**config.mk**
```make
export PLATFORM = sky130hd
export DESIGN_NAME = exact_fp_mult_pipe
export DESIGN_NICKNAME = d
export VERILOG_FILES = /design/src/rtl/exact_fp_pkg.sv /design/src/rtl/exact_fp_unpack.sv /design/src/rtl/exact_fp_mult_pipe.sv
export SDC_FILE = /design/constraint.sdc
export NUM_CORES = 2
export LEC_CHECK = 0
export BUFFER_PORTS_ARGS = -buffer_cell sky130_fd_sc_hd__buf_4
export CORE_MARGIN = 5
export CORE_UTILIZATION = 30
export DETAILED_ROUTE_END_ITERATION = 16
export GPL_TIMING_DRIVEN = 0
export PLACE_DENSITY = 0.55
export SETUP_SLACK_MARGIN = 0.5
export SLEW_MARGIN = 20
export SYNTH_ARGS = -nofsm -noshare
export SYNTH_HDL_FRONTEND = slang
export SYNTH_SLANG_ARGS = --single-unit
```
**constraint.sdc**
```tcl
create_clock -name Clk -period 15.5 [get_ports Clk]
set_clock_uncertainty 0.2 [all_clocks]
set_input_delay 3.875 -clock Clk [delete_from_list [all_inputs] [get_ports Clk]]
set_output_delay 3.875 -clock Clk [all_outputs]
set_load 0.01 [all_outputs]
```
**src/rtl/exact_fp_pkg.sv**
```systemverilog
// exact_fp_pkg: shared geometry helpers and classification types for the exact FP multiplier.
package exact_fp_pkg;

  function automatic int bias(input int exp_width);
    return (1 << (exp_width - 1)) - 1;
  endfunction

  function automatic int data_width(input int exp_width, input int frac_width);
    return 1 + exp_width + frac_width;
  endfunction

  function automatic int mant_width(input int frac_width);
    return 2 * (frac_width + 1);
  endfunction

  typedef struct packed {
    logic zero;
    logic inf;
    logic nan;
  } fp_class_t;

  typedef struct packed {
    logic inf;
    logic nan;
  } fp_flags_t;

endpackage

```
**src/rtl/exact_fp_unpack.sv**
```systemverilog
// exact_fp_unpack: splits one operand into sign, effective exponent, significand and class bits.
module exact_fp_unpack
  import exact_fp_pkg::*;
#(
  parameter int EXP_WIDTH = 8,
  parameter int FRAC_WIDTH = 23,
  localparam int DATA_WIDTH = data_width(EXP_WIDTH, FRAC_WIDTH)
) (
  input  logic [DATA_WIDTH-1:0] op,
  output logic                  sign,
  output logic [EXP_WIDTH-1:0]  eff_exp,
  output logic [FRAC_WIDTH:0]   significand,
  output fp_class_t             cls
);
  logic [EXP_WIDTH-1:0] e;
  logic [FRAC_WIDTH-1:0] f;
  logic hidden;
  assign sign = op[DATA_WIDTH-1];
  assign e = op[FRAC_WIDTH +: EXP_WIDTH];
  assign f = op[FRAC_WIDTH-1:0];
  assign hidden = |e;
  // subnormals share the minimum normal exponent, just without the hidden bit
  assign eff_exp = hidden ? e : EXP_WIDTH'(1);
  assign significand = {hidden, f};
  assign cls.zero = !hidden && f == '0;
  assign cls.inf = &e && f == '0;
  assign cls.nan = &e && f != '0;
endmodule

```
**src/rtl/exact_fp_mult_pipe.sv**
```systemverilog
// exact_fp_mult_pipe: pipelined unrounded FP multiplier with valid/ready flow control.
// Define EXACT_FP_MULT_SPECIAL_EN to classify all-ones exponents and drive OutInf/OutNaN.
module exact_fp_mult_pipe
  import exact_fp_pkg::*;
#(
  parameter int EXP_WIDTH = 8,
  parameter int FRAC_WIDTH = 23,
  parameter int STAGES = 2,
  parameter int TAG_WIDTH = 4,
  localparam int DATA_WIDTH = data_width(EXP_WIDTH, FRAC_WIDTH),
  localparam int MANT_WIDTH = mant_width(FRAC_WIDTH)
) (
  input  logic                        Clk,
  input  logic                        Rst_n,
  input  logic                        InValid,
  output logic                        InReady,
  input  logic [DATA_WIDTH-1:0]       In1,
  input  logic [DATA_WIDTH-1:0]       In2,
  input  logic [TAG_WIDTH-1:0]        InTag,
  output logic                        OutValid,
  input  logic                        OutReady,
  output logic                        MultSign,
  output logic signed [EXP_WIDTH+1:0] MultExponent,
  output logic [MANT_WIDTH-1:0]       MultMantissa,
`ifdef EXACT_FP_MULT_SPECIAL_EN
  output logic                        OutInf,
  output logic                        OutNaN,
`endif
  output logic [TAG_WIDTH-1:0]        OutTag
);
  localparam int BIAS = bias(EXP_WIDTH);
  localparam int EW2 = EXP_WIDTH + 2;

  typedef struct packed {
    logic                        sign;
    logic signed [EXP_WIDTH+1:0] exponent;
    logic [MANT_WIDTH-1:0]       mantissa;
    logic [TAG_WIDTH-1:0]        tag;
    fp_flags_t                   flags;
  } payload_t;

  logic s1, s2;
  logic [EXP_WIDTH-1:0] x1, x2;
  logic [FRAC_WIDTH:0] m1, m2;
  fp_class_t c1, c2;
  payload_t prod;
  logic [STAGES-1:0] vld;
  payload_t dat [STAGES];

  exact_fp_unpack #(.EXP_WIDTH(EXP_WIDTH), .FRAC_WIDTH(FRAC_WIDTH)) u_unpack1 (
    .op(In1), .sign(s1), .eff_exp(x1), .significand(m1), .cls(c1)
  );
  exact_fp_unpack #(.EXP_WIDTH(EXP_WIDTH), .FRAC_WIDTH(FRAC_WIDTH)) u_unpack2 (
    .op(In2), .sign(s2), .eff_exp(x2), .significand(m2), .cls(c2)
  );

  // two guard bits keep the biased sum free of wrap for every operand pair
  always_comb begin
    prod.sign = s1 ^ s2;
    prod.exponent = EW2'(x1) + EW2'(x2) - EW2'(BIAS);
    prod.mantissa = MANT_WIDTH'(m1) * MANT_WIDTH'(m2);
    prod.tag = InTag;
`ifdef EXACT_FP_MULT_SPECIAL_EN
    prod.flags.nan = c1.nan || c2.nan || (c1.inf && c2.zero) || (c2.inf && c1.zero);
    prod.flags.inf = (c1.inf || c2.inf) && !prod.flags.nan;
`else
    prod.flags = '0;
`endif
  end

`ifndef EXACT_FP_MULT_SPECIAL_EN
  logic unused_cls;
  assign unused_cls = ^{c1, c2};
`endif

  // a slice moves when any slice downstream of it has room or the consumer drains
  for (genvar s = 0; s < STAGES; s++) begin : g_slice
    logic in_v;
    payload_t in_d;
    logic adv;
    if (s == 0) begin : g_head
      assign in_v = InValid;
      assign in_d = prod;
    end else begin : g_tail
      assign in_v = vld[s-1];
      assign in_d = dat[s-1];
    end
    assign adv = OutReady || !(&vld[STAGES-1:s]);
    always_ff @(posedge Clk)
      if (!Rst_n) begin
        vld[s] <= 1'b0;
        dat[s] <= '0;
      end else if (adv) begin
        vld[s] <= in_v;
        if (in_v) dat[s] <= in_d;
      end
  end

  assign InReady = OutReady || !(&vld);
  assign OutValid = vld[STAGES-1];
  assign MultSign = dat[STAGES-1].sign;
  assign MultExponent = dat[STAGES-1].exponent;
  assign MultMantissa = dat[STAGES-1].mantissa;
  assign OutTag = dat[STAGES-1].tag;
`ifdef EXACT_FP_MULT_SPECIAL_EN
  assign OutInf = dat[STAGES-1].flags.inf;
  assign OutNaN = dat[STAGES-1].flags.nan;
`endif
endmodule
```
==> reports/qor.csv <==
metric;value;unit
ctsHoldBuffers;0;
start_kind;input pin;
synth_area;23950;sq um
ys_seq_area_share;15.97;%
ys.flop_type;edfxtp_1;
cts_max_level;4;
antenna_found_initial;6;
drv_cap;0;
grt_pass1_wl;113.5;mm
synth_edf_count;126;
core;79130;sq um
place.gp.congestion;0.9210;
firstDrtPassIters;5;
cpMostUsedCell;fa_1;
crit_slowest_cell;o21ai_0;
fmax;85.27;MHz
path_buf_inv;6;
synth_top_area_share;40.37;%
postRouteAntennaNets;0;
tritoncts;done;
start_util;30.27;%
synth_area_leaders;fa_1, edfxtp_1, ha_1;
critPathArrivalTime;11.68;ns
yosysTopAreaCell;fa_1;
synth_commonest_cells;inv_1, fa_1, nand2_1;
status;finished, final reports clean;
synth.distinct_cells;57;
ys_ff_latch;128;
hold_path_class;reg -> reg;
io_buffers;136;
yosysMostFrequentCell;inv_1;
insertion_delay;0.42;ns
cp-end-kind;register;
ios;137;
layout.nets;3416;
drc_errors;0;
syn_to_final_growth;12.46;%
cts_setup_buffers;0;
cts_buffers;17;
die_x;292.5;microns
grt_usage;17.56;%
rsz0062_at_grt;no;
wl_per_cell;20.14;microns
vias_per_cell;4.722;
crit_type;in -> reg;
grt_pass1_vias;18404;
overflow;0;
post_cts_resized;0;
syn-mean-instance-area;9.523;sq um
max_slew_margin;30.10;%
row_count;103;
die-area;85580;sq um
wl;75.24;mm
async_flop_share;0;%
hold_violations;0;
drt_iter0_markers;1207;
cts_num_sinks;128;
setup_tns;0;ns
period_share;75.66;%
slowest_delay;0.83;ns
clk_pin_slew;0.06;ns
clockBufferDepth;2;
synthCells;2515;
grt_max_degree;42;
worstMarginPinSlew;1.038;ns
die_h;292.5;microns
vias;17642;
final_max_slew_viol_count;0;
min_period;11.73;ns
clock_tree.root_cell;clkbuf_16;
critPathMaxFanout;10;
hpwlAfterDp;62.79;mm
drive_gt1_share;7.225;%
setup_viol;0;
crit_required;15.45;ns
yosysWarnings;0;
cp_top_family;adder cells;
synth_nets;3259;
[routing by layer]
metal | up-vias | track usage [%] | share of wire [%] | wire length (microns)
met4 | 2 | 6.153 | 4.1 | 3054
li1 | 7868 | - | - | -
met1 | 9000 | 23.19 | 41 | 30620
met5 | - | 0 | 0.016 | 12
met3 | 125 | 2.927 | 7.1 | 5365
met2 | 647 | 29.36 | 48 | 36190
[flip-flops by register name, summed over array words and instances, names as in the netlist]
name	cells
dat	126
OutValid	1
g_slice.in_v	1
[through the flow]
step                      util, %  hold WS [ns]  setup WS [ns]  std cells  instance area [sq um]
final                       34.04        0.3078          3.772       3736                  26930
after global routing        34.03        0.3264          3.448       3735                  26930
after CTS                   34.03        0.3136          3.790       3735                  26930
after detailed placement    33.29        0.3014          3.381       3703                  26340
after global placement      33.22        0.2974          3.378       3701                  26280
after floorplan                 -        0.2967          4.988       2515                  23950
[final timing paths]
check	slack [ns]	cells past startpoint	to	startpoint
worst max register to register	12.96	6	dat[0][61]	OutValid
worst min register to register	0.31	1	dat[1][57]	dat[0][57]
worst max-delay path	3.77	25	dat[0][53]	In1[24]
worst min-delay path	0.31	1	dat[1][57]	dat[0][57]
[cell families (layout without fill, tap and decap cells)]
kind of cell | count (synthesis) | count (layout) | share of synthesized area [%]
compound gates | 162 | 162 | 4.258
xor+xnor | 43 | 43 | 1.573
fa+ha+maj | 672 | 672 | 50.25
buf+inv | 657 | 827 | 10.42
flops | 128 | 128 | 15.97
mux | 2 | 2 | 0.08359
other cells | 0 | 1 | 0
simple gates | 851 | 851 | 17.45
[worst reg2reg max path: cells and delay by family (launching register included)]
family                 cells  cell delay (ns)
buffers and inverters      2             1.08
flip-flops                 1             0.34
AND/OR/NAND/NOR            4             0.65
[cell type report]
cell class / instances / area (sq um)
fillers: 8228 / 52200
multi-input cells: 1730 / 17640
flip-flops and latches: 128 / 3824
inverters: 517 / 1941
well taps: 1050 / 1314
repair buffers: 138 / 1061
plain buffers: 140 / 555.5
clock buffers: 20 / 456.7
clock inverters: 12 / 135.1
diodes: 1 / 2.502
[placed cells by master, fill, tap and decap left out, types with 8 or more instances in the layout]
cell and count:
buf_2 8, clkbuf_16 17, and3_1 9, ha_1 189, nand2_1 399, fa_1 483, a21o_1 18, inv_1 517
nor2_1 68, and2_1 305, o21bai_1 8, o21ai_0 28, a21oi_1 53, xor2_1 15, clkbuf_1 121, buf_4 141
nand3_1 12, nand4_1 15, edfxtp_1 126, xnor2_1 28, o21a_1 10
Power is left out: the tool's default activity adds up to more than one toggle a clock period on the data nets, which glitch-free logic cannot reach.
